--- src/rtl/layer6_packer.sv ---
// Layer-6 write-side packer: groups LANES consecutive DATA_W-bit results into one
// SRAM word and writes it through port A of the layer-6 buffer.
// Optional feature macro: LAYER6_PACK_RELU_EN (negative results stored as zero).
module layer6_packer #(
   parameter int unsigned DATA_W = 16,
   parameter int unsigned LANES  = 8,
   parameter int unsigned DEPTH  = 64,
   parameter int unsigned AW     = 6
) (
   input  logic                    clk,
   input  logic                    rst,
   input  logic                    start,
   input  logic                    in_valid,
   input  logic [DATA_W-1:0]       in_data,
   input  logic                    in_last,
   output logic                    in_ready,
   output logic [AW-1:0]           sram_A,
   output logic [LANES*DATA_W-1:0] sram_DIA,
   output logic                    sram_WEAN,
   output logic                    sram_OEA,
   output logic [AW:0]             word_cnt,
   output logic                    done,
   output logic                    overflow
);

   localparam int unsigned WordW = LANES * DATA_W;
   localparam int unsigned LaneW = $clog2(LANES);
   localparam int unsigned CntW  = AW + 1;
   localparam logic [LaneW-1:0] LastLane = LaneW'(LANES - 1);
   localparam logic [CntW-1:0]  LastWord = CntW'(DEPTH - 1);

   typedef enum logic [1:0] {StIdle, StPack, StFlush, StDone} state_e;

   state_e            r_state;
   logic [LaneW-1:0]  r_lane;
   logic [WordW-1:0]  r_word;
   logic              r_final;
   logic              r_in_ready;
   logic [AW-1:0]     r_addr;
   logic [WordW-1:0]  r_dia;
   logic              r_wean;
   logic [CntW-1:0]   r_word_cnt;
   logic              r_done;
   logic              r_overflow;

   logic [DATA_W-1:0] w_data;
   logic [WordW-1:0]  w_word;
   logic              w_accept;
   logic              w_full;

   assign w_accept = in_valid & r_in_ready;
   // This word is the last one the SRAM can hold.
   assign w_full   = (r_word_cnt == LastWord);

   // Value actually stored for the incoming result.
   always_comb begin
`ifdef LAYER6_PACK_RELU_EN
      w_data = in_data[DATA_W-1] ? '0 : in_data;
`else
      w_data = in_data;
`endif
   end

   // Current word with the incoming result dropped into its lane; upper lanes stay zero.
   always_comb begin
      w_word = r_word;
      for (int k = 0; k < LANES; k++) begin
         if (r_lane == LaneW'(k)) begin
            w_word[k*DATA_W +: DATA_W] = w_data;
         end
      end
   end

   // Control FSM with all outputs registered.
   always_ff @(posedge clk or posedge rst) begin
      if (rst) begin
         r_state    <= StIdle;
         r_lane     <= '0;
         r_word     <= '0;
         r_final    <= 1'b0;
         r_in_ready <= 1'b0;
         r_addr     <= '0;
         r_dia      <= '0;
         r_wean     <= 1'b1;
         r_word_cnt <= '0;
         r_done     <= 1'b0;
         r_overflow <= 1'b0;
      end else begin
         r_wean <= 1'b1;
         r_done <= 1'b0;
         // A write issued last cycle has now landed: advance address and count.
         if (!r_wean) begin
            r_addr     <= r_addr + AW'(1);
            r_word_cnt <= r_word_cnt + CntW'(1);
         end
         case (r_state)
            StIdle, StDone: begin
               if (start) begin
                  r_state    <= StPack;
                  r_in_ready <= 1'b1;
                  r_lane     <= '0;
                  r_word     <= '0;
                  r_final    <= 1'b0;
                  r_addr     <= '0;
                  r_word_cnt <= '0;
                  r_overflow <= 1'b0;
               end
            end
            StPack: begin
               if (r_final) begin
                  // Final full word was written this cycle.
                  r_state <= StDone;
                  r_done  <= 1'b1;
                  r_final <= 1'b0;
               end else if (w_accept) begin
                  if (r_lane == LastLane) begin
                     r_dia  <= w_word;
                     r_wean <= 1'b0;
                     r_word <= '0;
                     r_lane <= '0;
                     if (in_last || w_full) begin
                        r_final    <= 1'b1;
                        r_in_ready <= 1'b0;
                        if (!in_last) begin
                           r_overflow <= 1'b1;
                        end
                     end
                  end else if (in_last) begin
                     // Partial word: lanes above this one are already zero.
                     r_dia      <= w_word;
                     r_wean     <= 1'b0;
                     r_word     <= '0;
                     r_lane     <= '0;
                     r_in_ready <= 1'b0;
                     r_state    <= StFlush;
                  end else begin
                     r_word <= w_word;
                     r_lane <= r_lane + LaneW'(1);
                  end
               end
            end
            StFlush: begin
               r_state <= StDone;
               r_done  <= 1'b1;
            end
            default: begin
               r_state <= StIdle;
            end
         endcase
      end
   end

   assign in_ready  = r_in_ready;
   assign sram_A    = r_addr;
   assign sram_DIA  = r_dia;
   assign sram_WEAN = r_wean;
   assign sram_OEA  = 1'b0;
   assign word_cnt  = r_word_cnt;
   assign done      = r_done;
   assign overflow  = r_overflow;

endmodule

--- config.mk ---
export PLATFORM = sky130hd
export DESIGN_NAME = layer6_packer
export DESIGN_NICKNAME = d
export VERILOG_FILES = /design/src/rtl/layer6_packer.sv
export SDC_FILE = /design/constraint.sdc
export NUM_CORES = 1
export LEC_CHECK = 0
export BUFFER_PORTS_ARGS = -buffer_cell sky130_fd_sc_hd__buf_2
export CELL_PAD_IN_SITES_DETAIL_PLACEMENT = 1
export CELL_PAD_IN_SITES_GLOBAL_PLACEMENT = 1
export CORE_MARGIN = 2
export CORE_UTILIZATION = 44
export DETAILED_ROUTE_END_ITERATION = 10
export GPL_TIMING_DRIVEN = 0
export PLACE_DENSITY_LB_ADDON = 0.1
export SYNTH_ARGS = -nofsm -noshare
export SYNTH_HDL_FRONTEND = slang
export SYNTH_SLANG_ARGS = --single-unit
--- constraint.sdc ---
create_clock -name clk -period 22.9 [get_ports clk]
set_input_delay 3.435 -clock clk [delete_from_list [all_inputs] [get_ports clk]]
set_output_delay 3.435 -clock clk [all_outputs]
set_load 0.1 [all_outputs]
==> flow_metrics.tcl, run 1 <==
set metrics [dict create \
    power_density_nw_per_um2 110.6 \
    slowest_stage "nand4b_1" \
    die_w_um 170.3 \
    drc_errors 0 \
    async_reset_ff_frac 1.000 \
    critPathTopFamily "simple AND/OR/NAND/NOR gates" \
    worst-endpoint-arrival_ps 5520 \
    critical_path_required_ps 23370 \
    gp_congestion 0.7779 \
    clock-sinks 279 \
    final_cell_mix "278 x dfrtp_1, 194 x buf_2, 138 x o21ai_0" \
    fin_worst_skew_ps 15.78 \
    ys_types 50 \
    post-route-util 0.5346 \
    tightestPinTransition_ps 1024 \
    status "completed" \
    rsz0062_at_grt "false" \
    drv_slew 0 \
    r2r-end "sram_DIA[25]$_DFFE_PP0P_" \
    tns_ps 0 \
    htreeDepth 1 \
    numCtsBuffers 31 \
    cts_buffer_depth 3 \
    syn2layout_area_growth_pct 18.80 \
    cts-resized-gates 0 \
    hold_buffers 0 \
    num_vias 9090 \
    wl_per_cell_um 22.76 \
    routed_via_density 5.786 \
    drv_cap 0 \
    clkTransAtPathRegs_ps 60 \
    synthFlopType "dfrtp_1" \
    initial_utilization 0.4500 \
    dp_hpwl_mm 24.67 \
    grt_pass1_wl_mm 56.21 \
    crit_top_cell "buf_2" \
    fp.dieH_um 170.3 \
    drtPass1Iterations 4 \
    power_leakage_nw 7.218 \
    fmax_mhz 198.0 \
    pin_count 167 \
    dr.first_iter.drc_count 523 \
    setup_viol 0 \
    drt-met1-wl_mm 17.63 \
    fin_area_um2 14450 \
    grt_max_degree 126 \
    cpPeakStageDelay_ps 580 \
    timing.final.crit_share 0.2206 \
    min_path_type "reg2reg" \
    row_count 60 \
    dr.max_layer_used "met4" \
    synth-edff-count 0 \
    final-instance-count-excl-fill 1571 \
    yosysSeqAreaShare 0.5742 \
    ir_drop_mv 0.07019 \
    syn_area_per_cell_um2 12.05 \
    path_depth 7 \
    place_inst 1517 \
    first_global_vias 9476 \
    met2_length_mm 16.04 \
    core_um2 27030 \
    drive_above_1_share 0.2350 \
    wl_met3_mm 1.509 \
    detailed_place.area_um2 13480 \
    crit_path_start "in_valid" \
    cp-endpoint "sram_DIA[25]$_DFFE_PP0P_" \
    grt_overflow 0 \
    maxSlewHeadroom 0.3174 \
    synth_nets 1040 \
    ff2ff_path_depth 8 \
    synth.cell_area_um2 12160 \
    layout_commonest_cell "dfrtp_1" \
    final_antenna_net_count 0 \
    critPathMaxFanout 10 \
    crit_type "in2reg" \
    cts_root_buffer "clkbuf_16" \
    antenna_found_initial 0 \
    synth_cells 1009 \
    holdPathStages 1 \
    post-route-min-period_ps 5052 \
    io_buffer_count 165 \
    cts_tree "yes" \
    cp_num_buf_inv 4 \
    rrSetupSlack_ps 20030 \
    yosysWarnings 0 \
    clock_latency_ps 560 \
    crit_path_start_kind "input port" \
    end_kind "flop" \
    ys_ff_latch 279 \
    dieArea_um2 28990 \
    fin_hold_ws_ps 486.5 \
    n_antenna_cell 0 \
    nNetsFinal 1240 \
    r2r_start "r_lane[0]$_DFFE_PP0P_" \
    hold_violations 0 \
    totalWireLength_mm 35.76 \
    cp_cell_sequence "buf_2 > nand4b_1 > or2_1 > buf_2 > buf_2 > buf_2 > o21ai_1" \
    grt_util_all_layers 0.2508 \
    post_cts_buffers 0 \
]
[sequential cells by signal, summed over array words and instances, names as in the netlist]
signal	cells
done	1
in_ready	1
overflow	1
r_final	1
r_lane	3
r_state	2
r_word	128
sram_A	6
sram_DIA	128
sram_WEAN	1
word_cnt	7
[how the worst min path moves through the flow]
stage	startpoint	slack, ps	end
floorplan	r_word[48]$_DFFE_PP0P_	460	r_word[48]$_DFFE_PP0P_
global placement	sram_DIA[56]$_DFFE_PP0P_	470	sram_DIA[56]$_DFFE_PP0P_
detailed placement	sram_DIA[116]$_DFFE_PP0P_	480	sram_DIA[116]$_DFFE_PP0P_
CTS	sram_DIA[59]$_DFFE_PP0P_	490	sram_DIA[59]$_DFFE_PP0P_
global route	sram_DIA[59]$_DFFE_PP0P_	520	sram_DIA[59]$_DFFE_PP0P_
finish	sram_DIA[59]$_DFFE_PP0P_	490	sram_DIA[59]$_DFFE_PP0P_
[area by class of cell]
| cell class | instances | area [um2] |
|---|---|---|
| fill | 2938 | 12580 |
| clock buffer | 46 | 902.1 |
| tap | 341 | 426.7 |
| inverter | 25 | 101.3 |
| timing repair buffer | 167 | 880.8 |
| clock inverter | 8 | 68.82 |
| buffer | 96 | 456.7 |
| multi-input combinational | 609 | 4628 |
| sequential | 279 | 6983 |
[cells by family (layout without fill, tap and decap cells)]
group,Yosys count,after routing,share of synthesized area
AO/OA/AOI/OAI,368,368,0.2001
flip-flops,279,279,0.5742
multiplexers,150,150,0.1289
buffers and inverters,121,342,0.04527
AND/OR/NAND/NOR,73,73,0.03590
adder cells (fa/ha/maj),10,10,0.01029
XOR/XNOR,7,7,0.005041
other,1,1,0.0003083
[per-layer routing]
| metal | vias up | GRT usage |
|---|---|---|
| li1 | 4068 | - |
| met2 | 224 | 0.3904 |
| met3 | 45 | 0.02860 |
| met4 | 0 | 0.04942 |
| met1 | 4753 | 0.3807 |
| met5 | - | 0 |
[report_power, final]
group          switching [mW]  internal [mW]
sequential             0.0266          0.533
clock                   0.197          0.281
combinational           0.452          0.109
[cells in the mapped netlist, types with 2 or more instances]
cell        n  area, um2
nor2_1     14      52.55
a22o_1    113      989.7
xor2_1      6      52.55
and2_1      4      25.02
ha_1       10      125.1
o21bai_1    2      15.01
nand2b_1    4      25.02
buf_6       3      33.78
nand4b_1    5      43.79
buf_4      10      75.07
nor2b_1     4      25.02
dfrtp_1   278       6957
or3_1       4      25.02
mux2i_1    99      991.0
mux2_2     18      202.7
nand4_1     2      12.51
nor4_4      2      42.54
and3b_1     2      17.52
a21oi_1    23      115.1
clkbuf_1   54      202.7
buf_2      29      145.1
mux2_1     32      360.4
inv_1      24      90.09
o21ai_0   138      690.7
nand2_1    21      78.83
o21ai_1    76      380.4
o221ai_4    5      131.4
and4_1      4      35.03
nand3b_1    2      15.01
[worst register-to-register path, stage by stage, from the launching register on]
cell     delay (ps)
dfrtp_1         400
ha_1            240
ha_1            230
nor2_1          570
or2_1           230
buf_2           320
buf_2           340
buf_2           300
o21ai_1         120
[metrics by stage]
step	power (mW)	setup slack, ps
after floorplan	1.004	11770
after global placement	1.122	8335
after detailed placement	1.129	17280
after CTS	1.610	17850
after global routing	1.662	17730
final	1.598	17850
Note: power is estimated with default switching activity, not from simulation.
==> inputs of run 2 (changes only) <==
==> constraint.sdc (replaced) <==
create_clock -name clk -period 5.1 [get_ports clk]
set_input_delay 0.765 -clock clk [delete_from_list [all_inputs] [get_ports clk]]
set_output_delay 0.765 -clock clk [all_outputs]
set_load 0.1 [all_outputs]
==> flow_metrics.tcl, run 2 (synthesis results as in run 1) <==
set metrics [dict create \
    die_w_um 170.3 \
    critical_path_required_ps 5540 \
    multi_input_area_um2 4628 \
    cts_tree "yes" \
    core_um2 27030 \
    io_buffer_count 165 \
    ir_drop_mv 0.2602 \
    hold_violations 0 \
    grt_util_all_layers 0.2518 \
    fp.dieH_um 170.3 \
    pin_count 167 \
    row_count 60 \
    grt_pass1_wl_mm 56.04 \
    power_density_nw_per_um2 513.9 \
    post_cts_buffers 0 \
    final-instance-count-excl-fill 1578 \
    cp_cell_sequence "ha_1 > ha_1 > nor2_1 > or2_1 > buf_2 > buf_2 > mux2_1" \
    grt_overflow 0 \
    dp_hpwl_mm 25.33 \
    critPathMaxFanout 10 \
    critPathTopFamily "simple AND/OR/NAND/NOR gates" \
    cpPeakStageDelay_ps 610 \
    cts-resized-gates 0 \
    drtPass1Iterations 5 \
    place_inst 1522 \
    syn2layout_area_growth_pct 21.13 \
    fin_worst_skew_ps 14.43 \
    slowest_stage "nor2_1" \
    drc_errors 0 \
    setup_viol 0 \
    final_cell_mix "278 x dfrtp_1, 194 x buf_2, 138 x o21ai_0" \
    cts_buffer_depth 3 \
    fin_hold_ws_ps 384.0 \
    min_path_type "in2async" \
    layout_commonest_cell "dfrtp_1" \
    gp_congestion 0.7648 \
    num_vias 9005 \
    n_antenna_cell 0 \
    nNetsFinal 1244 \
    wl_per_cell_um 22.81 \
    drv_slew 0 \
    maxSlewHeadroom 0.3359 \
    crit_type "reg2reg" \
    post-route-min-period_ps 2928 \
    totalWireLength_mm 36.00 \
    worst-endpoint-arrival_ps 3370 \
    routed_via_density 5.707 \
    setup_ws_ps 2172 \
    final_antenna_net_count 0 \
    grt_max_degree 41 \
    dp_slack_ps 2061 \
    antenna_found_initial 0 \
    nFillCells 2908 \
    cp_num_buf_inv 2 \
    fmax_mhz 341.5 \
    clock-sinks 279 \
    crit_path_start_kind "flop" \
    htreeDepth 1 \
    regArea_um2 6983 \
    dieArea_um2 28990 \
    status "completed" \
    clock_latency_ps 560 \
    detailed_place.area_um2 13560 \
    first_global_vias 9288 \
    dr.first_iter.drc_count 529 \
    initial_utilization 0.4500 \
    timing.final.crit_share 0.5741 \
    rsz0062_at_grt "false" \
    drv_cap 0 \
    fin_total_pwr_mw 7.570 \
    cts_root_buffer "clkbuf_16" \
    drive_above_1_share 0.2449 \
    hold_buffers 0 \
    numCtsBuffers 30 \
    clkTransAtPathRegs_ps 70 \
    fin_area_um2 14730 \
    power_leakage_nw 7.344 \
    tightestPinTransition_ps 996.1 \
    end_kind "flop" \
]
[run 2: cell count changes in the layout (fill, tap and decap cells not counted), sizes merged]
cell,before,now
bufinv,1,8
clkbuf,100,93
buf,209,214
clkinvlp,0,3
inv,26,25
[run 2: cell type report]
class	instances	area share
Buffer	96	0.03100
Clock buffer	39	0.05945
Clock inverter	17	0.02021
Inverter	25	0.006625
Multi-Input combinational cell	609	0.3142
Sequential cell	279	0.4740
Tap cell	341	0.02896
Timing Repair Buffer	172	0.06557
[run 2: worst paths after layout]
check | startpoint | to | slack [ps] | depth (start not counted)
worst max-delay path | r_lane[0]$_DFFE_PP0P_ | sram_DIA[48]$_DFFE_PP0P_ | 2170 | 7
worst min-delay path | rst | sram_DIA[44]$_DFFE_PP0P_ | 380 | 2
worst max register to register | r_lane[0]$_DFFE_PP0P_ | sram_DIA[48]$_DFFE_PP0P_ | 2170 | 7
worst min register to register | sram_DIA[53]$_DFFE_PP0P_ | sram_DIA[53]$_DFFE_PP0P_ | 490 | 1
max in group asynchronous | rst | r_word[118]$_DFFE_PP0P_ | 3230 | 6
min in group clk | sram_DIA[53]$_DFFE_PP0P_ | sram_DIA[53]$_DFFE_PP0P_ | 490 | 1
[run 2: worst register-to-register path, cell delays in order, from the launching register on]
cell and delay [ps]:
dfrtp_1 400, ha_1 250, ha_1 230, nor2_1 610, or2_1 230, buf_2 320, buf_2 400, mux2_1 370
[run 2: metal layers]
metal  track usage  part of all wire
met4       0.04757             0.013
met2        0.3901              0.45
met1        0.3818              0.49
met3       0.03302             0.043
met5             0                 0
[run 2: through the flow]
step / TNS, ps / utilization
6_report: 0 / 0.5451
5_1_grt: 0 / 0.5451
4_1_cts: 0 / 0.5451
3_5_place_dp: 0 / 0.5017
3_3_place_gp: -321570 / 0.4965
2_1_floorplan: 0 / -
[run 2: report_power, final]
part,leakage (nW),internal (mW),switching (mW)
combinational,2.91,0.498,2.02
sequential,3.86,2.39,0.124
clock,0.575,1.61,0.924
total,7.34,4.50,3.07
==> inputs of run 3 (changes only) <==
==> constraint.sdc (replaced) <==
create_clock -name clk -period 2.8 [get_ports clk]
set_input_delay 0.42 -clock clk [delete_from_list [all_inputs] [get_ports clk]]
set_output_delay 0.42 -clock clk [all_outputs]
set_load 0.1 [all_outputs]
==> flow_metrics.tcl, run 3 (synthesis results as in run 1) <==
set metrics [dict create \
    fin_worst_skew_ps 11.28 \
    drc_errors 0 \
    setup_ws_ps 188.1 \
    setup_viol 0 \
    first_global_vias 9290 \
    grt_pass1_wl_mm 56.08 \
    nNetsFinal 1247 \
    cp_cell_sequence "ha_1 > ha_1 > nor2_4 > or2_1 > buf_2 > buf_2 > mux2_1" \
    gp_congestion 0.7648 \
    clock-sinks 279 \
    wl_met3_mm 1.692 \
    cpPeakStageDelay_ps 400 \
    rsz0062_at_grt "false" \
    worst-endpoint-arrival_ps 3050 \
    clock_latency_ps 560 \
    htreeDepth 1 \
    n_antenna_cell 0 \
    power_density_nw_per_um2 935.0 \
    status "completed" \
    drtPass1Iterations 5 \
    critPathTopFamily "buffers and inverters" \
    cts_root_buffer "clkbuf_16" \
    pin_count 167 \
    layout_commonest_cell "dfrtp_1" \
    fin_hold_ws_ps 36.79 \
    critical_path_required_ps 3240 \
    cts_buffer_depth 3 \
    met2_length_mm 16.41 \
    dr.max_layer_used "met4" \
    io_buffer_count 165 \
    antenna_found_initial 0 \
    row_count 60 \
    grt_max_degree 41 \
    clkTransAtPathRegs_ps 70 \
    drive_above_1_share 0.2476 \
    wl_per_cell_um 22.81 \
    drt-met1-wl_mm 17.44 \
    dp_slack_ps -158.1 \
    crit_type "reg2reg" \
    hold_violations 0 \
    grt_overflow 0 \
    timing.final.crit_share 0.9328 \
    drv_slew 0 \
    cts_tree "yes" \
    post-route-min-period_ps 2612 \
    syn2layout_area_growth_pct 21.38 \
    tightestPinTransition_ps 990.3 \
    fmax_mhz 382.9 \
    numCtsBuffers 30 \
    final_cell_mix "278 x dfrtp_1, 194 x buf_2, 138 x o21ai_0" \
    dr.first_iter.drc_count 525 \
    routed_via_density 5.707 \
    dp_hpwl_mm 25.33 \
    fin_total_pwr_mw 13.80 \
    die_w_um 170.3 \
    initial_utilization 0.4500 \
    ir_drop_mv 0.4727 \
    critPathMaxFanout 10 \
    power_leakage_nw 7.358 \
    cp_num_buf_inv 2 \
    fp.dieH_um 170.3 \
    crit_path_start_kind "flop" \
    core_um2 27030 \
    min_path_type "in2async" \
    hold_buffers 0 \
    num_vias 9022 \
    end_kind "flop" \
    tns_ps 0 \
    drv_cap 0 \
    maxSlewHeadroom 0.3398 \
    grt_util_all_layers 0.2520 \
    slowest_stage "dfrtp_1" \
    totalWireLength_mm 36.06 \
    dieArea_um2 28990 \
    final_antenna_net_count 0 \
]
[run 3: cell count changes in the layout (fill, tap and decap cells not counted), sizes merged]
cell  change
buf       +3
[run 3: area by class of cell]
cell class	instances	area [um2]
repair buffers	175	988.4
multi-input cells	609	4636
inverters	25	97.59
clock inverters	17	297.8
flip-flops and latches	279	6983
fillers	2906	12260
clock buffers	39	875.8
plain buffers	96	456.7
well taps	341	426.7
[run 3: metal layers]
layer | GRT usage | up-vias
li1 | - | 4088
met1 | 0.3818 | 4670
met2 | 0.3908 | 225
met3 | 0.03302 | 39
met4 | 0.04757 | 0
met5 | 0 | -
[run 3: repair_timing]
action / in CTS / in global routing
buffers inserted: 0 / 3
setup endpoints to repair: 65 / 69
resized for setup: 1 / 1
endpoints found under the hold margin: 0 / 0
pin swaps: 0 / 1
[run 3: path summary, 6_finish.rpt]
path	startpoint	to	slack, ps	depth (start not counted)
setup / recovery	r_lane[0]$_DFFE_PP0P_	sram_DIA[48]$_DFFE_PP0P_	190	7
hold / removal	rst	sram_DIA[44]$_DFFE_PP0P_	40	2
setup reg to reg	r_lane[0]$_DFFE_PP0P_	sram_DIA[48]$_DFFE_PP0P_	190	7
hold reg to reg	sram_DIA[53]$_DFFE_PP0P_	sram_DIA[53]$_DFFE_PP0P_	490	1
max in group asynchronous	rst	r_word[118]$_DFFE_PP0P_	1280	6
min in group clk	in_last	overflow$_DFFE_PP0P_	210	2
[run 3: per-stage QoR]
step / std cells / utilization / cell area, um2
2_1_floorplan: 1009 / - / 12170
3_3_place_gp: 1515 / 0.4965 / 13420
3_5_place_dp: 1522 / 0.5017 / 13560
4_1_cts: 1578 / 0.5452 / 14730
5_1_grt: 1581 / 0.5462 / 14760
6_report: 1581 / 0.5462 / 14760
[run 3: worst reg2reg max path: stages (launching register included)]
cell and delay [ps]:
dfrtp_1 400, ha_1 250, ha_1 270, nor2_4 280
or2_1 190, buf_2 320, buf_2 410, mux2_1 380
[run 3: report_power, final]
group / internal [mW] / switching, mW
logic: 0.916 / 3.68
registers: 4.36 / 0.226
clock network: 2.94 / 1.69
